`src/rtl/rc4_pkg.sv`:
```
// Shared types, constants and helpers for the RC4 decryption engine.
package rc4_pkg;

    typedef enum logic [2:0] {StIdle, StInit, StKsa, StPrga, StDone} state_e;

    // PhIdle marks "no sub-phase active"; A..F belong to the swap unit, G/H to the top.
    typedef enum logic [3:0] {PhIdle, PhA, PhB, PhC, PhD, PhE, PhF, PhG, PhH} phase_e;

    localparam int unsigned S_SIZE      = 256;
    localparam logic [7:0]  ASCII_SPACE = 8'h20;
    localparam logic [7:0]  ASCII_LO    = 8'h61;
    localparam logic [7:0]  ASCII_HI    = 8'h7A;

    function automatic logic is_printable(input logic [7:0] b);
        return (b == ASCII_SPACE) || ((b >= ASCII_LO) && (b <= ASCII_HI));
    endfunction

endpackage

```
`src/rtl/rc4_swap_unit.sv`:
```
// Six-cycle read-S[i] / read-S[j] / swap sequencer shared by KSA and PRGA.
module rc4_swap_unit
    import rc4_pkg::*;
(
    input  logic       clk,
    input  logic       rst_n,
    input  logic       go_i,
    input  logic       clear_j_i,
    input  logic [7:0] i_i,
    input  logic [7:0] j_inc_i,
    input  logic [7:0] s_rdata_i,
    output logic [7:0] s_addr_o,
    output logic [7:0] s_wdata_o,
    output logic       s_wr_en_o,
    output logic [7:0] si_o,
    output logic [7:0] sj_o,
    output logic       swap_done_o
);

    phase_e     phase_q, phase_d;
    logic [7:0] j_q, j_d;
    logic [7:0] si_q, si_d;
    logic [7:0] sj_q, sj_d;

    always_ff @(posedge clk) begin
        if (!rst_n) begin
            phase_q <= PhIdle;
            j_q     <= '0;
            si_q    <= '0;
            sj_q    <= '0;
        end else begin
            phase_q <= phase_d;
            j_q     <= j_d;
            si_q    <= si_d;
            sj_q    <= sj_d;
        end
    end

    always_comb begin
        phase_d = phase_q;
        j_d     = j_q;
        si_d    = si_q;
        sj_d    = sj_q;
        unique case (phase_q)
            PhA: phase_d = PhB;
            PhB: begin
                phase_d = PhC;
                si_d    = s_rdata_i;
                j_d     = j_q + s_rdata_i + j_inc_i;
            end
            PhC: phase_d = PhD;
            PhD: begin
                phase_d = PhE;
                sj_d    = s_rdata_i;
            end
            PhE: phase_d = PhF;
            default: phase_d = PhIdle;
        endcase
        // go in F chains the next iteration back-to-back
        if (go_i) phase_d = PhA;
        if (clear_j_i) j_d = '0;
    end

    always_comb begin
        s_addr_o    = '0;
        s_wdata_o   = '0;
        s_wr_en_o   = 1'b0;
        swap_done_o = (phase_q == PhF);
        si_o        = si_q;
        sj_o        = sj_q;
        case (phase_q)
            PhA: s_addr_o = i_i;
            PhC: s_addr_o = j_q;
            PhE: begin
                s_addr_o  = j_q;
                s_wdata_o = si_q;
                s_wr_en_o = 1'b1;
            end
            PhF: begin
                s_addr_o  = i_i;
                s_wdata_o = sj_q;
                s_wr_en_o = 1'b1;
            end
            default: ;
        endcase
    end

endmodule

```
`src/rtl/rc4_engine.sv`:
```
// RC4 decryption engine: S init, key scheduling and keystream XOR with an optional
// printable-plaintext early abort, driving external S, ciphertext and plaintext memories.
module rc4_engine
    import rc4_pkg::*;
#(
    parameter int unsigned KEY_BYTES       = 3,
    parameter int unsigned MSG_LEN         = 32,
    parameter int unsigned CHECK_PRINTABLE = 1
) (
    input  logic                   clk,
    input  logic                   rst_n,
    input  logic                   start,
    input  logic [8*KEY_BYTES-1:0] secret_key,
    output logic [7:0]             s_addr,
    output logic [7:0]             s_wdata,
    output logic                   s_wr_en,
    input  logic [7:0]             s_rdata,
    output logic [7:0]             enc_addr,
    input  logic [7:0]             enc_rdata,
    output logic [7:0]             dec_addr,
    output logic [7:0]             dec_wdata,
    output logic                   dec_wr_en,
    output logic                   busy,
    output logic                   done,
    output logic                   key_ok
);

    state_e                 state_q, state_d;
    phase_e                 ph_q, ph_d;
    logic [7:0]             cnt_q, cnt_d;
    logic [3:0]             kidx_q, kidx_d;
    logic [8*KEY_BYTES-1:0] key_q, key_d;
    logic                   key_ok_q, key_ok_d;

    logic       go, clear_j, swap_done;
    logic [7:0] swap_i, j_inc, key_byte, plain;
    logic [7:0] sw_addr, sw_wdata, si, sj;
    logic       sw_wr_en;

    assign plain  = s_rdata ^ enc_rdata;
    assign swap_i = (state_q == StPrga) ? cnt_q + 8'd1 : cnt_q;
    assign j_inc  = (state_q == StKsa) ? key_byte : 8'd0;

    always_comb begin
        key_byte = '0;
        for (int unsigned n = 0; n < KEY_BYTES; n++) begin
            if (kidx_q == 4'(n)) key_byte = key_q[8*(KEY_BYTES-1-n) +: 8];
        end
    end

    rc4_swap_unit u_swap (
        .clk         (clk),
        .rst_n       (rst_n),
        .go_i        (go),
        .clear_j_i   (clear_j),
        .i_i         (swap_i),
        .j_inc_i     (j_inc),
        .s_rdata_i   (s_rdata),
        .s_addr_o    (sw_addr),
        .s_wdata_o   (sw_wdata),
        .s_wr_en_o   (sw_wr_en),
        .si_o        (si),
        .sj_o        (sj),
        .swap_done_o (swap_done)
    );

    always_ff @(posedge clk) begin
        if (!rst_n) begin
            state_q  <= StIdle;
            ph_q     <= PhIdle;
            cnt_q    <= '0;
            kidx_q   <= '0;
            key_q    <= '0;
            key_ok_q <= 1'b0;
        end else begin
            state_q  <= state_d;
            ph_q     <= ph_d;
            cnt_q    <= cnt_d;
            kidx_q   <= kidx_d;
            key_q    <= key_d;
            key_ok_q <= key_ok_d;
        end
    end

    always_comb begin
        state_d  = state_q;
        ph_d     = ph_q;
        cnt_d    = cnt_q;
        kidx_d   = kidx_q;
        key_d    = key_q;
        key_ok_d = key_ok_q;
        go       = 1'b0;
        clear_j  = 1'b0;
        unique case (state_q)
            StIdle: begin
                if (start) begin
                    state_d  = StInit;
                    cnt_d    = '0;
                    kidx_d   = '0;
                    key_d    = secret_key;
                    key_ok_d = 1'b0;
                end
            end
            StInit: begin
                cnt_d = cnt_q + 8'd1;
                if (cnt_q == 8'(S_SIZE - 1)) begin
                    state_d = StKsa;
                    go      = 1'b1;
                    clear_j = 1'b1;
                end
            end
            StKsa: begin
                if (swap_done) begin
                    cnt_d  = cnt_q + 8'd1;
                    kidx_d = (kidx_q == 4'(KEY_BYTES - 1)) ? 4'd0 : kidx_q + 4'd1;
                    go     = 1'b1;
                    if (cnt_q == 8'(S_SIZE - 1)) begin
                        state_d = StPrga;
                        clear_j = 1'b1;
                    end
                end
            end
            StPrga: begin
                unique case (ph_q)
                    PhG: ph_d = PhH;
                    PhH: begin
                        ph_d = PhIdle;
                        if ((CHECK_PRINTABLE != 0) && !is_printable(plain)) begin
                            state_d  = StDone;
                            key_ok_d = 1'b0;
                        end else if (cnt_q == 8'(MSG_LEN - 1)) begin
                            state_d  = StDone;
                            key_ok_d = 1'b1;
                        end else begin
                            cnt_d = cnt_q + 8'd1;
                            go    = 1'b1;
                        end
                    end
                    default: if (swap_done) ph_d = PhG;
                endcase
            end
            StDone:  state_d = StIdle;
            default: state_d = StIdle;
        endcase
    end

    always_comb begin
        s_addr    = '0;
        s_wdata   = '0;
        s_wr_en   = 1'b0;
        enc_addr  = '0;
        dec_addr  = '0;
        dec_wdata = '0;
        dec_wr_en = 1'b0;
        busy      = (state_q == StInit) || (state_q == StKsa) || (state_q == StPrga);
        done      = (state_q == StDone);
        key_ok    = key_ok_q;
        case (state_q)
            StInit: begin
                s_addr  = cnt_q;
                s_wdata = cnt_q;
                s_wr_en = 1'b1;
            end
            StKsa: begin
                s_addr  = sw_addr;
                s_wdata = sw_wdata;
                s_wr_en = sw_wr_en;
            end
            StPrga: begin
                s_addr   = (ph_q == PhG) ? si + sj : sw_addr;
                s_wdata  = sw_wdata;
                s_wr_en  = sw_wr_en;
                enc_addr = cnt_q;
                // Read data only arrives in H, so the XOR feeds the write data directly.
                if (ph_q == PhH) begin
                    dec_addr  = cnt_q;
                    dec_wdata = plain;
                    dec_wr_en = 1'b1;
                end
            end
            default: ;
        endcase
    end

endmodule
```
`config.mk`:
```
export PLATFORM = sky130hd
export DESIGN_NAME = rc4_engine
export DESIGN_NICKNAME = d
export VERILOG_FILES = /design/src/rtl/rc4_pkg.sv /design/src/rtl/rc4_swap_unit.sv /design/src/rtl/rc4_engine.sv
export SDC_FILE = /design/constraint.sdc
export NUM_CORES = 1
export LEC_CHECK = 0
export ABC_CLOCK_PERIOD_IN_PS = 3500
export BUFFER_PORTS_ARGS = -buffer_cell sky130_fd_sc_hd__buf_2
export CAP_MARGIN = 20
export CORE_MARGIN = 5
export CORE_UTILIZATION = 30
export CTS_BUF_LIST = sky130_fd_sc_hd__clkbuf_2 sky130_fd_sc_hd__clkbuf_4 sky130_fd_sc_hd__clkbuf_8
export CTS_CLUSTER_SIZE = 12
export DETAILED_ROUTE_END_ITERATION = 12
export PLACE_DENSITY = 0.53
export REMOVE_ABC_BUFFERS = 1
export SKIP_LAST_GASP = 1
export SLEW_MARGIN = 10
export SYNTH_ARGS = -nofsm -noshare
export SYNTH_HDL_FRONTEND = slang
export SYNTH_SLANG_ARGS = --single-unit
```
`constraint.sdc`:
```
create_clock -name clk -period 3.5 [get_ports clk]
set_input_delay 0.525 -clock clk [delete_from_list [all_inputs] [get_ports clk]]
set_output_delay 0.525 -clock clk [all_outputs]
set_load 0.05 [all_outputs]
```
==> results of run 1 <==
==> area by class of cell <==
class,instances,area share
multi-input combinational,445,0.5411
timing repair buffer,100,0.1001
inverter,19,0.01340
clock buffer,11,0.02609
clock inverter,5,0.01598
sequential,69,0.2600
tap,184,0.04325
==> worst paths after layout <==
kind,to,slack (ns),startpoint,cells after the start
setup reg to reg,u_swap.j_q[7]$_SDFFE_PP0P_,0.30,kidx_q[0]$_SDFFE_PN0P_,14
hold / removal,key_q[11]$_SDFFE_PN0P_,0.42,secret_key[11],3
setup / recovery,s_addr[6],0.28,cnt_q[1]$_SDFFE_PN0P_,8
hold reg to reg,key_q[4]$_SDFFE_PN0P_,0.47,key_q[4]$_SDFFE_PN0P_,2
==> worst max-delay path: cells and delay by family (launching register included) <==
| family | cells | cell delay [ns] |
|---|---|---|
| XOR/XNOR | 1 | 0.17 |
| AO/OA/AOI/OAI | 2 | 0.37 |
| adder cells (fa/ha/maj) | 1 | 0.32 |
| buffers and inverters | 1 | 0.32 |
| AND/OR/NAND/NOR | 3 | 0.67 |
| flip-flops | 1 | 0.50 |
==> routing by layer <==
metal  track usage  vias up  routed length [um]
li1              -     2111                   -
met3       0.03359       14                 721
met4       0.02571        0                 167
met2        0.2414      123                5989
met1        0.2057     1950                6072
met5             0        -                   0
==> placed cells by master (no fill, tap or decap), types with 11 or more instances in the layout <==
cell type    n
dfxtp_1     67
a22oi_1     17
a21oi_1     17
buf_2       87
xnor2_1     24
nand3_1     11
inv_1       19
buf_4       13
and2_1      14
o221ai_1    12
nor2_1      44
a21boi_0    35
nor2b_1     19
ha_1        17
o21ai_0     24
nand2_1    103
==> report_power, final <==
part / internal, mW / switching (mW)
sequential: 0.852 / 0.0528
combinational: 0.229 / 0.441
clock: 0.420 / 0.304
==> per-stage QoR <==
step	hold WS, ns	worst slack, ns	util
final	0.4247	0.2805	0.3648
after global routing	0.4246	0.07501	0.3648
after CTS	0.4100	0.2328	0.3647
after detailed placement	0.4610	0.2556	0.3493
after global placement	0.4606	0.3553	0.3493
after floorplan	0.4433	0.3830	-
==> sequential cells by signal, summed over array words and instances, names as in the netlist <==
name and count:
ph_q 2, key_ok 1, cnt_q 8, u_swap.phase_q 3, key_q 24, kidx_q 4
u_swap.sj_o 8, u_swap.j_q 8, state_q 3, u_swap.si_o 8
==> cell families after synthesis <==
group	share of synthesized area
DFF	0.3094
and+or+nand+nor	0.2382
adders and majority gates	0.08800
buffers and inverters	0.04540
xor gates and xnor gates	0.07035
muxes	0.02270
AOI/OAI and AO/OA	0.2259
==> results.yml, run 1 <==
clocking:
  postCtsSetupBuffers: 0
  cts_tree: "done"
  htree_levels: 3
  clk_latency_ns: 0.34
  clock_path_buffers: 2
  numCtsBuffers: 9
  root_buffer: "clkbuf_8"
  cts_resized: 0
  cts_hold_buf: 0
  cts.sinks: 69
  clk_pin_slew_ns: 0.08
synth:
  async_flop_share: 0
  synth_area_leaders: "dfxtp_1 (31%), nand2_1 (8.7%), a21boi_0 (5.9%)"
  syn_inst: 567
  synth-edff-count: 0
  yosysSeqAreaShare: 0.3094
  synth_common_cells: "nand2_1 (103), dfxtp_1 (69), nor2_1 (44), a21boi_0 (35), clkbuf_1 (28)"
  synth-seq-cells: 69
  synth.most_common_cell: "nand2_1"
  yosysUniqueCellTypes: 51
  yosysWarnings: 0
  avgSynthCellArea_um2: 7.874
  syn_area_mm2: 0.004464
  synthFlopType: "dfxtp_1"
  synth_top_area_share: 0.3094
  synth_top_cell_by_area: "dfxtp_1"
global_routing:
  grt_pass1_wl_um: 21380
  grt_pass1_vias: 4114
  grt_overflow: 0
  grt_max_degree: 29
  grt_usage: 0.1489
  antenna_found_initial: 0
timing:
  setup_viol: 0
  fin_crit_sh: 0.9199
  tns_ns: 0
  slew_headroom: 0.4599
  worst_pin_slew_ns: 0.8102
  hold_viol_final: 0
  drv_slew: 0
  clock.fmax_mhz: 310.6
  skew_ns: 0.01075
  rsz0062_at_grt: "no"
  fin_crit_ns: 3.220
placement:
  dp_cells: 817
  place_area_mm2: 0.005096
  io_buffers: 87
  place_congestion: 0.7947
  hpwl_um: 10220
floorplan:
  initial_utilization: 0.3060
  rows: 44
  die_x_um: 132.0
  die_area_mm2: 0.01742
  core_area_mm2: 0.01459
  die_h_um: 132.0
  ios: 88
layout:
  multi_input_area_mm2: 0.002880
  final_nets: 713
  fillers: 1523
  drive_gt1_frac: 0.1957
  regArea_mm2: 0.001384
  stdcell_area_mm2: 0.005323
  syn_to_final_growth_pct: 19.23
  fin_cells: 833
  antenna_cells: 0
route:
  drc: 0
  initialDrtViolationCount: 192
  wire_per_inst_um: 15.55
  num_vias: 4198
  drt_pre_antenna_iters: 5
  antenna_left: 0
  drt-total-wl_um: 12950
  routed_via_density: 5.040
flow_run:
  drv_cap: 0
status:
  status: "completed"
power_and_ir_drop:
  power.leakage_nw: 2.207
  powerDensity_mw_per_mm2: 431.8
  finalPower_mw: 2.298
  vdd_drop_max_v: 0.0002052
critical_path:
  cp-start-kind: "flop"
  critPathKind: "flop to output pin"
  end_kind: "output pin"
  worstPathCellList: "ha_1 > nand4_1 > or2_2 > nor2_1 > xor2_1 > a22oi_1 > o221ai_1 > buf_2"
  slowest_delay_ns: 0.50
  cp.required_ns: 2.97
  crit_fanout: 9
  worstPathArrival_ns: 2.69
  slowest_stage: "dfxtp_1"
worst_hold_path:
  hold_path_class: "input port to flop"
Note: power is estimated with default switching activity, not from simulation.
==> inputs of run 2 (changes only) <==
--- a/config.mk
+++ b/config.mk
@@ -15,6 +15,7 @@
 export DETAILED_ROUTE_END_ITERATION = 12
 export PLACE_DENSITY = 0.53
 export REMOVE_ABC_BUFFERS = 1
+export SETUP_SLACK_MARGIN = 0.4
 export SKIP_LAST_GASP = 1
 export SLEW_MARGIN = 10
 export SYNTH_ARGS = -nofsm -noshare
==> results.yml, run 2 (synthesis gave the netlist of run 1 again) <==
critical_path:
  crit_fanout: 3
  end_kind: "output pin"
  worstPathArrival_ns: 2.44
  cp-start-kind: "flop"
  cp.required_ns: 2.97
  critPathKind: "flop to output pin"
clocking:
  cts.sinks: 69
  cts_tree: "done"
  root_buffer: "clkbuf_8"
  htree_levels: 3
  cts_hold_buf: 0
  numCtsBuffers: 9
  clock_path_buffers: 2
  clk_pin_slew_ns: 0.08
  clk_latency_ns: 0.35
global_routing:
  grt_pass1_wl_um: 21430
  grt_max_degree: 29
  grt_usage: 0.1491
  grt_pass1_vias: 4132
  grt_overflow: 0
  antenna_found_initial: 0
power_and_ir_drop:
  powerDensity_mw_per_mm2: 424.2
  power.leakage_nw: 2.256
  vdd_drop_max_v: 0.0002051
layout:
  fillers: 1513
  regArea_mm2: 0.001399
  largest_reg_flops: 24
  regMostFlops: "key_q"
  syn_to_final_growth_pct: 23.09
  final_cell_mix: "nand2_1 (101), buf_2 (83), dfxtp_1 (61)"
  final_nets: 722
  stdcell_area_mm2: 0.005495
  drive_gt1_frac: 0.2447
  antenna_cells: 0
  multi_input_area_mm2: 0.002953
  final_common_cell: "nand2_1"
status:
  status: "completed"
floorplan:
  die_h_um: 132.0
  rows: 44
  ios: 88
  die_x_um: 132.0
  core_area_mm2: 0.01459
  die_area_mm2: 0.01742
  initial_utilization: 0.3060
route:
  routed_via_density: 4.995
  antenna_left: 0
  drt_pre_antenna_iters: 5
  drc: 0
  wire_per_inst_um: 15.52
  drt-total-wl_um: 13070
  num_vias: 4206
  initialDrtViolationCount: 229
placement:
  hpwl_um: 10220
  place_area_mm2: 0.005096
  io_buffers: 87
  place_congestion: 0.7947
worst_hold_path:
  hold_path_class: "input port to flop"
timing:
  drv_slew: 0
  fin_crit_ns: 2.970
  slew_headroom: 0.4643
  clock.fmax_mhz: 336.7
  tns_ns: 0
  skew_ns: 0.01097
  hold_ws_ns: 0.4194
  worst_pin_slew_ns: 0.8035
  fin_crit_sh: 0.8485
  hold_viol_final: 0
  setup_viol: 0
  rsz0062_at_grt: "yes"
flow_run:
  drv_cap: 0
[run 2: final cells by class]
| cell class | instances | area share |
|---|---|---|
| Multi-Input combinational cell | 445 | 0.5373 |
| Sequential cell | 69 | 0.2546 |
| Clock buffer | 11 | 0.02527 |
| Timing Repair Buffer | 109 | 0.1118 |
| Tap cell | 184 | 0.04189 |
| Clock inverter | 5 | 0.01548 |
| Inverter | 19 | 0.01366 |
[run 2: metal layers]
layer / vias to the layer above / track usage / wire length [um]
met1: 1970 / 0.2054 / 6156
met3: 10 / 0.03321 / 626
met5: - / 0 / 0
met4: 0 / 0.02571 / 107
li1: 2126 / - / -
met2: 100 / 0.2426 / 6175
[run 2: report_power, final]
group | internal (mW) | total, mW | switching (mW)
Clock | 0.420 | 0.729 | 0.309
Combinational | 0.247 | 0.699 | 0.452
Sequential | 0.852 | 0.903 | 0.0511
Total | 1.52 | 2.33 | 0.812
[run 2: final timing paths]
| kind | start | to | slack [ns] | depth (start not counted) |
|---|---|---|---|---|
| max | u_swap.si_o[0]$_SDFFE_PN0P_ | s_addr[6] | 0.53 | 9 |
| min | secret_key[11] | key_q[11]$_SDFFE_PN0P_ | 0.42 | 3 |
| max reg2reg | kidx_q[3]$_SDFFE_PN0P_ | u_swap.j_q[7]$_SDFFE_PP0P_ | 0.53 | 14 |
| min reg2reg | key_q[4]$_SDFFE_PN0P_ | key_q[4]$_SDFFE_PN0P_ | 0.47 | 2 |
[run 2: critical path: stages (launching register included)]
cell      delay (ns)
dfxtp_4         0.36
ha_4            0.16
fa_2            0.39
a21o_1          0.17
a21o_1          0.16
a21o_1          0.18
a21oi_2         0.12
xor2_1          0.21
o221ai_2        0.16
buf_6           0.18
[run 2: what timing repair did]
action	CTS	global route
endpoints found under the setup margin	3	18
pin swaps	2	10
buffers inserted	1	8
cloned	0	0
resized for setup	11	28
[run 2: metrics by stage]
stage	setup slack, ns	power [mW]	cells	util
3_3_place_gp	0.3553	1.583	817	0.3493
2_1_floorplan	0.3830	1.355	533	-
6_report	0.5301	2.331	842	0.3767
3_5_place_dp	0.2556	1.592	817	0.3493
4_1_cts	0.4002	2.330	834	0.3674
5_1_grt	0.3165	2.488	842	0.3767
